$ cat src/rtl/tdes_pass_scheduler_if.sv
// rtl/tdes_pass_scheduler_if.sv - request/response and DES-core signals of the Triple-DES pass scheduler
//
// Purpose: bundles the host-side request/result signals and the single-DES
// core handshake into one interface.
// Modports:
//   slave  - the scheduler: consumes the request and core result, drives the
//            core command, busy, result and error.
//   master - the environment (bus controller plus DES core) on the other side.
interface tdes_pass_scheduler_if;
    logic        enable;
    logic        encryptionType;
    logic [63:0] data;
    logic [63:0] key1;
    logic [63:0] key2;
    logic [63:0] key3;
    logic        desStart;
    logic [63:0] desIn;
    logic [63:0] desKey;
    logic        desDecrypt;
    logic        desDone;
    logic [63:0] desOut;
    logic        busy;
    logic        outputEnable;
    logic [63:0] outputData;
    logic        error;

    modport slave (
        input  enable, encryptionType, data, key1, key2, key3, desDone, desOut,
        output desStart, desIn, desKey, desDecrypt, busy, outputEnable, outputData, error
    );

    modport master (
        output enable, encryptionType, data, key1, key2, key3, desDone, desOut,
        input  desStart, desIn, desKey, desDecrypt, busy, outputEnable, outputData, error
    );
endinterface

$ cat src/rtl/tdes_pass_scheduler.sv
// rtl/tdes_pass_scheduler.sv - runs one Triple-DES operation as three passes through a shared DES core
//
// Purpose: latches a request, issues three single-DES passes (EDE for
// encrypt, DED for decrypt) with the proper key and direction, chains each
// pass result into the next, and aborts if the core does not answer within
// TIMEOUT_CYCLES wait cycles.
// Ports:
//   HCLK   - clock, rising edge
//   HRESET - synchronous active-high reset
//   bus    - tdes_pass_scheduler_if.slave: request (enable, encryptionType,
//            data, key1..key3), core command (desStart, desIn, desKey,
//            desDecrypt), core result (desDone, desOut), status and result
//            (busy, outputEnable, outputData, error). All outputs registered.
module tdes_pass_scheduler #(
    parameter int TIMEOUT_CYCLES = 64
) (
    input  logic                   HCLK,
    input  logic                   HRESET,
    tdes_pass_scheduler_if.slave   bus
);
    localparam logic [7:0] TMO_LIMIT = 8'(TIMEOUT_CYCLES);

    typedef enum logic [1:0] {
        ST_IDLE  = 2'd0,
        ST_ISSUE = 2'd1,
        ST_WAIT  = 2'd2
    } state_t;

    state_t      state_q, state_d;
    logic [1:0]  pass_q, pass_d;
    logic [7:0]  tmo_q, tmo_d;
    logic        enc_q, enc_d;
    logic [63:0] k1_q, k1_d;
    logic [63:0] k2_q, k2_d;
    logic [63:0] k3_q, k3_d;
    logic        des_start_q, des_start_d;
    logic [63:0] des_in_q, des_in_d;
    logic [63:0] des_key_q, des_key_d;
    logic        des_decrypt_q, des_decrypt_d;
    logic        busy_q, busy_d;
    logic        out_en_q, out_en_d;
    logic [63:0] out_data_q, out_data_d;
    logic        error_q, error_d;

    // Encrypt walks key1,key2,key3; decrypt walks them in reverse.
    function automatic logic [63:0] pick_key(input logic enc, input logic [1:0] p,
                                             input logic [63:0] a, input logic [63:0] b,
                                             input logic [63:0] c);
        case (p)
            2'd0:    pick_key = enc ? a : c;
            2'd1:    pick_key = b;
            default: pick_key = enc ? c : a;
        endcase
    endfunction

    // EDE / DED: the middle pass runs opposite to the outer two.
    function automatic logic pick_dec(input logic enc, input logic [1:0] p);
        pick_dec = (p == 2'd1) ? enc : ~enc;
    endfunction

    // State register
    always_ff @(posedge HCLK) begin
        if (HRESET) begin
            state_q <= ST_IDLE;
        end else begin
            state_q <= state_d;
        end
    end

    // Next-state logic
    always_comb begin
        state_d = state_q;
        case (state_q)
            ST_IDLE: begin
                if (bus.enable) state_d = ST_ISSUE;
            end
            ST_ISSUE: begin
                state_d = ST_WAIT;
            end
            ST_WAIT: begin
                // Completion is tested first so a done coinciding with the
                // timeout limit still finishes the operation.
                if (bus.desDone) begin
                    state_d = (pass_q == 2'd2) ? ST_IDLE : ST_ISSUE;
                end else if (tmo_q == TMO_LIMIT) begin
                    state_d = ST_IDLE;
                end
            end
            default: state_d = ST_IDLE;
        endcase
    end

    // Output / datapath next values
    always_comb begin
        pass_d        = pass_q;
        tmo_d         = tmo_q;
        enc_d         = enc_q;
        k1_d          = k1_q;
        k2_d          = k2_q;
        k3_d          = k3_q;
        des_start_d   = 1'b0;
        des_in_d      = des_in_q;
        des_key_d     = des_key_q;
        des_decrypt_d = des_decrypt_q;
        busy_d        = busy_q;
        out_en_d      = 1'b0;
        out_data_d    = out_data_q;
        error_d       = 1'b0;
        case (state_q)
            ST_IDLE: begin
                if (bus.enable) begin
                    enc_d         = bus.encryptionType;
                    k1_d          = bus.key1;
                    k2_d          = bus.key2;
                    k3_d          = bus.key3;
                    pass_d        = 2'd0;
                    busy_d        = 1'b1;
                    des_in_d      = bus.data;
                    des_key_d     = pick_key(bus.encryptionType, 2'd0, bus.key1, bus.key2, bus.key3);
                    des_decrypt_d = pick_dec(bus.encryptionType, 2'd0);
                    des_start_d   = 1'b1;
                end
            end
            ST_ISSUE: begin
                tmo_d = 8'd0;
            end
            ST_WAIT: begin
                if (bus.desDone) begin
                    if (pass_q != 2'd2) begin
                        des_in_d      = bus.desOut;
                        pass_d        = pass_q + 2'd1;
                        des_key_d     = pick_key(enc_q, pass_q + 2'd1, k1_q, k2_q, k3_q);
                        des_decrypt_d = pick_dec(enc_q, pass_q + 2'd1);
                        des_start_d   = 1'b1;
                    end else begin
                        out_data_d = bus.desOut;
                        out_en_d   = 1'b1;
                        busy_d     = 1'b0;
                    end
                end else if (tmo_q == TMO_LIMIT) begin
                    error_d = 1'b1;
                    busy_d  = 1'b0;
                end else begin
                    tmo_d = tmo_q + 8'd1;
                end
            end
            default: ;
        endcase
    end

    // Datapath and output registers
    always_ff @(posedge HCLK) begin
        if (HRESET) begin
            pass_q        <= 2'd0;
            tmo_q         <= 8'd0;
            enc_q         <= 1'b0;
            k1_q          <= 64'd0;
            k2_q          <= 64'd0;
            k3_q          <= 64'd0;
            des_start_q   <= 1'b0;
            des_in_q      <= 64'd0;
            des_key_q     <= 64'd0;
            des_decrypt_q <= 1'b0;
            busy_q        <= 1'b0;
            out_en_q      <= 1'b0;
            out_data_q    <= 64'd0;
            error_q       <= 1'b0;
        end else begin
            pass_q        <= pass_d;
            tmo_q         <= tmo_d;
            enc_q         <= enc_d;
            k1_q          <= k1_d;
            k2_q          <= k2_d;
            k3_q          <= k3_d;
            des_start_q   <= des_start_d;
            des_in_q      <= des_in_d;
            des_key_q     <= des_key_d;
            des_decrypt_q <= des_decrypt_d;
            busy_q        <= busy_d;
            out_en_q      <= out_en_d;
            out_data_q    <= out_data_d;
            error_q       <= error_d;
        end
    end

    assign bus.desStart     = des_start_q;
    assign bus.desIn        = des_in_q;
    assign bus.desKey       = des_key_q;
    assign bus.desDecrypt   = des_decrypt_q;
    assign bus.busy         = busy_q;
    assign bus.outputEnable = out_en_q;
    assign bus.outputData   = out_data_q;
    assign bus.error        = error_q;
endmodule

$ cat src/flat_wrapper.sv
// flat-port wrapper written by rule: the top's interface ports become plain ports
module tdes_pass_scheduler_flat 
#(
    parameter int TIMEOUT_CYCLES = 64
)
  (HCLK, HRESET, bus_enable, bus_encryptionType, bus_data, bus_key1, bus_key2, bus_key3, bus_desDone, bus_desOut, bus_desStart, bus_desIn, bus_desKey, bus_desDecrypt, bus_busy, bus_outputEnable, bus_outputData, bus_error);
  tdes_pass_scheduler_if bus_i ();
  input  logic HCLK;
  input  logic HRESET;
  input wire logic [$bits(bus_i.enable)-1:0] bus_enable;
  input wire logic [$bits(bus_i.encryptionType)-1:0] bus_encryptionType;
  input wire logic [$bits(bus_i.data)-1:0] bus_data;
  input wire logic [$bits(bus_i.key1)-1:0] bus_key1;
  input wire logic [$bits(bus_i.key2)-1:0] bus_key2;
  input wire logic [$bits(bus_i.key3)-1:0] bus_key3;
  input wire logic [$bits(bus_i.desDone)-1:0] bus_desDone;
  input wire logic [$bits(bus_i.desOut)-1:0] bus_desOut;
  output wire logic [$bits(bus_i.desStart)-1:0] bus_desStart;
  output wire logic [$bits(bus_i.desIn)-1:0] bus_desIn;
  output wire logic [$bits(bus_i.desKey)-1:0] bus_desKey;
  output wire logic [$bits(bus_i.desDecrypt)-1:0] bus_desDecrypt;
  output wire logic [$bits(bus_i.busy)-1:0] bus_busy;
  output wire logic [$bits(bus_i.outputEnable)-1:0] bus_outputEnable;
  output wire logic [$bits(bus_i.outputData)-1:0] bus_outputData;
  output wire logic [$bits(bus_i.error)-1:0] bus_error;
  assign bus_i.enable = bus_enable;
  assign bus_i.encryptionType = bus_encryptionType;
  assign bus_i.data = bus_data;
  assign bus_i.key1 = bus_key1;
  assign bus_i.key2 = bus_key2;
  assign bus_i.key3 = bus_key3;
  assign bus_i.desDone = bus_desDone;
  assign bus_i.desOut = bus_desOut;
  assign bus_desStart = bus_i.desStart;
  assign bus_desIn = bus_i.desIn;
  assign bus_desKey = bus_i.desKey;
  assign bus_desDecrypt = bus_i.desDecrypt;
  assign bus_busy = bus_i.busy;
  assign bus_outputEnable = bus_i.outputEnable;
  assign bus_outputData = bus_i.outputData;
  assign bus_error = bus_i.error;
  tdes_pass_scheduler #(.TIMEOUT_CYCLES(TIMEOUT_CYCLES)) u_core (.HCLK(HCLK), .HRESET(HRESET), .bus(bus_i));
endmodule
$ cat config.mk
export PLATFORM = sky130hd
export DESIGN_NAME = tdes_pass_scheduler_flat
export DESIGN_NICKNAME = d
export VERILOG_FILES = /design/src/rtl/tdes_pass_scheduler_if.sv /design/src/rtl/tdes_pass_scheduler.sv /design/src/flat_wrapper.sv
export SDC_FILE = /design/constraint.sdc
export NUM_CORES = 1
export LEC_CHECK = 0
export BUFFER_PORTS_ARGS = -buffer_cell sky130_fd_sc_hd__buf_2
export CAP_MARGIN = 20
export CORE_MARGIN = 2
export CORE_UTILIZATION = 45
export DETAILED_ROUTE_END_ITERATION = 12
export GPL_ROUTABILITY_DRIVEN = 0
export PLACE_DENSITY = 0.71
export SETUP_SLACK_MARGIN = 0.3
export SYNTH_ARGS = -nofsm -noshare
export SYNTH_HDL_FRONTEND = slang
export SYNTH_SLANG_ARGS = --single-unit
$ cat constraint.sdc
create_clock -name HCLK -period 4.87 [get_ports HCLK]
set_clock_uncertainty 0.2 [all_clocks]
set_input_delay 0.7305 -clock HCLK [delete_from_list [all_inputs] [get_ports HCLK]]
set_output_delay 0.7305 -clock HCLK [all_outputs]
set_load 0.03 [all_outputs]
==> impl_metrics.env <==
export IMPL_status="finished, final reports clean"
export IMPL_reg2regPathDepth=5
export IMPL_ys_seq_area_share_pct=44.1
export IMPL_hpwl_um=40400
export IMPL_ys_warn_count=0
export IMPL_drtPass1Iterations=6
export IMPL_synth_edff_count=0
export IMPL_via_count=18511
export IMPL_synthCells=2305
export IMPL_multi_input_area_sq_um=9290
export IMPL_clk_pin_slew_worst_paths_ns=0.06
export IMPL_synth_area_sq_um=18300
export IMPL_ctsHoldBuffers=0
export IMPL_post_place_cells=3154
export IMPL_fin_cells=3241
export IMPL_die_area_sq_um=42200
export IMPL_hold_end="u_core.k2_q[26]"
export IMPL_nNetsFinal=3005
export IMPL_finalHoldViolations=0
export IMPL_cts_resized=0
export IMPL_routed_wl_um=62800
export IMPL_setup_viol=0
export IMPL_gr_usage_all_layers_pct=28.4
export IMPL_async_flop_share_pct=0
export IMPL_clock_root_buffer="clkbuf_16"
export IMPL_r2r_end="u_core.bus.desKey[58]"
export IMPL_register_area_sq_um=8050
export IMPL_grt_ovfl_total=0
export IMPL_hold_ws_ns=0.212
export IMPL_io_pin_count=522
export IMPL_fmaxAchievable_mhz=359
export IMPL_mostFrequentLayoutCells="649 x nand2_1, 519 x buf_2, 401 x dfxtp_1, 391 x a21oi_1, 143 x nor2_1"
export IMPL_htreeDepth=2
export IMPL_worstPathRequired_ns=5.07
export IMPL_fin_crit_sh_pct=57.3
export IMPL_core_sq_um=39900
export IMPL_start_util_pct=45.8
export IMPL_synth_seq_cells=402
export IMPL_cts_buffers=44
export IMPL_ys_types=35
export IMPL_tritoncts="done"
export IMPL_slew_violations=0
export IMPL_max_stage_delay_ns=0.90
export IMPL_die_y_um=205
export IMPL_num_rows=73
export IMPL_clockBufferDepth=3
export IMPL_r2r_slack_ns=2.08
export IMPL_crit_path_top_delay_cell="dfxtp_4"
export IMPL_hp_class="input pin to flip-flop"
export IMPL_synthToLayoutAreaGrowth_pct=22.6
export IMPL_hold_start="bus_key2[26]"
export IMPL_drcViolationCount=0
export IMPL_cts_sinks=402
export IMPL_syn_area_per_cell_sq_um=7.92
export IMPL_crit_chain="buf_4 > mux2_2 > a221o_1 > a21oi_1 > nor3_1"
export IMPL_ant_nets=0
export IMPL_placed_area_sq_um=20900
export IMPL_leakagePower_nw=9.62
export IMPL_drt_iter0_drc=1737
export IMPL_fin_tns_setup_ns=0
export IMPL_clk_latency_ns=0.56
export IMPL_die_w_um=205
export IMPL_grt_first_pass_wirelength_um=95200
export IMPL_worstPathArrival_ns=2.98
export IMPL_critPathLaunchType="flip-flop"
export IMPL_hold_depth=3
export IMPL_grt_pass1_vias=17455
export IMPL_wl_per_cell_um=19.4
export IMPL_grt_antenna_before_repair=16
export IMPL_cp_end_kind="flip-flop"
export IMPL_via_per_inst=5.71
export IMPL_worst_r2r_startpoint="u_core.enc_q"
export IMPL_maxCapViolations=0
export IMPL_final_common_cell="nand2_1"
export IMPL_min_period_ns=2.79
export IMPL_critPathKind="flip-flop to flip-flop"
export IMPL_synthesis_nets=2635
export IMPL_p_per_area_nw_per_um2=381
export IMPL_worst_slew_pin_slew_ns=1.10
export IMPL_rsz0062_at_grt="false"
export IMPL_critPathMaxFanout=53
export IMPL_port_buffers=521
export IMPL_fill_cells=3696
export IMPL_synth_ff_type="dfxtp_1"
export IMPL_utilization_pct=56.1
export IMPL_cts_post_setup_buffers_inserted=0
export IMPL_relSlewSlack_pct=26.7
export IMPL_ir_worst_vdd_uv=277
export IMPL_final_area_sq_um=22400
export IMPL_grt_max_degree=204
export IMPL_layout_drive_gt1_share_pct=25.7
-- per-stage QoR --
stage | setup slack [ns] | power [mW]
final | 2.08 | 8.53
after global routing | 1.94 | 8.90
after CTS | 2.09 | 8.59
after detailed placement | 1.85 | 5.27
after global placement | 1.98 | 5.24
after floorplan | 2.69 | 4.75
-- cell usage after synthesis (4+ instances only) --
library cell / n / area, sq um
ha_1: 5 / 62.6
clkbuf_1: 131 / 492
buf_1: 26 / 97.6
inv_1: 4 / 15.0
xnor2_1: 4 / 35.0
nand3_1: 4 / 20.0
o22ai_1: 64 / 400
buf_2: 50 / 250
a21oi_1: 391 / 1960
mux2i_1: 131 / 1310
a311oi_1: 64 / 561
buf_6: 7 / 78.8
nor2_1: 143 / 537
a221o_1: 64 / 641
buf_4: 7 / 52.6
mux2_2: 64 / 721
nand2_1: 649 / 2440
dfxtp_1: 402 / 8050
nor3_1: 68 / 340
-- cell type report --
| type | instances | share of cell area, % |
|---|---|---|
| clock inverter | 14 | 0.480 |
| inverter | 4 | 0.0670 |
| tap | 525 | 2.93 |
| sequential | 402 | 35.9 |
| clock buffer | 64 | 5.97 |
| multi-input combinational | 1678 | 41.5 |
| antenna | 9 | 0.101 |
| timing repair buffer | 545 | 13.0 |
-- report_power, final --
part	leakage, nW	internal [mW]	switching, mW	total (mW)
clock	0.719	1.95	1.36	3.32
combinational	5.60	0.552	0.981	1.53
sequential	3.30	3.52	0.161	3.68
total	9.62	6.03	2.51	8.53
-- critical path: cells and delay by family, from the launching register on --
family                 cells  cell delay [ns]
DFF                        1             0.90
buffers and inverters      1             0.57
AOI/OAI and AO/OA          2             0.44
and+or+nand+nor            1             0.07
muxes                      1             0.39
-- state kept, by name, summed over array words and instances (netlist names), 2 cells and up --
name,cells
u_core.state_q,2
u_core.bus.desKey,64
u_core.k1_q,64
u_core.bus.desIn,64
u_core.k3_q,64
u_core.bus.outputData,64
u_core.k2_q,64
u_core.pass_q,2
u_core.tmo_q,8
-- layer usage --
metal,track usage (%),share of wire (%),vias to the layer above
met3,7.02,9.1,169
met5,0,0.14,-
met1,33.6,38,8687
li1,-,-,8750
met4,17.3,5.4,14
met2,46.3,47,891
-- logic make-up (layout without fill, tap and decap cells) --
family          after synthesis  in the layout  share of synthesized area [%]
fa+ha+maj                     5              5                          0.343
mux                         195            195                           11.1
buf+inv                     225            627                           5.40
compound gates              593            593                           20.0
other cells                   0              9                              0
simple gates                881            881                           18.9
xor+xnor                      4              4                          0.192
flops                       402            402                           44.1
-- worst max path at each step --
stage,from,to,slack (ns)
global placement,bus_enable,u_core.bus.desIn[18],1.98
finish,u_core.enc_q,u_core.bus.desKey[58],2.08
global route,u_core.pass_q[0],u_core.bus.desIn[49],1.94
floorplan,bus_desDone,u_core.bus.desKey[45],2.69
detailed placement,bus_enable,u_core.bus.desIn[56],1.85
CTS,u_core.pass_q[0],u_core.bus.desIn[56],2.09
(Power assumes the default switching activity.)
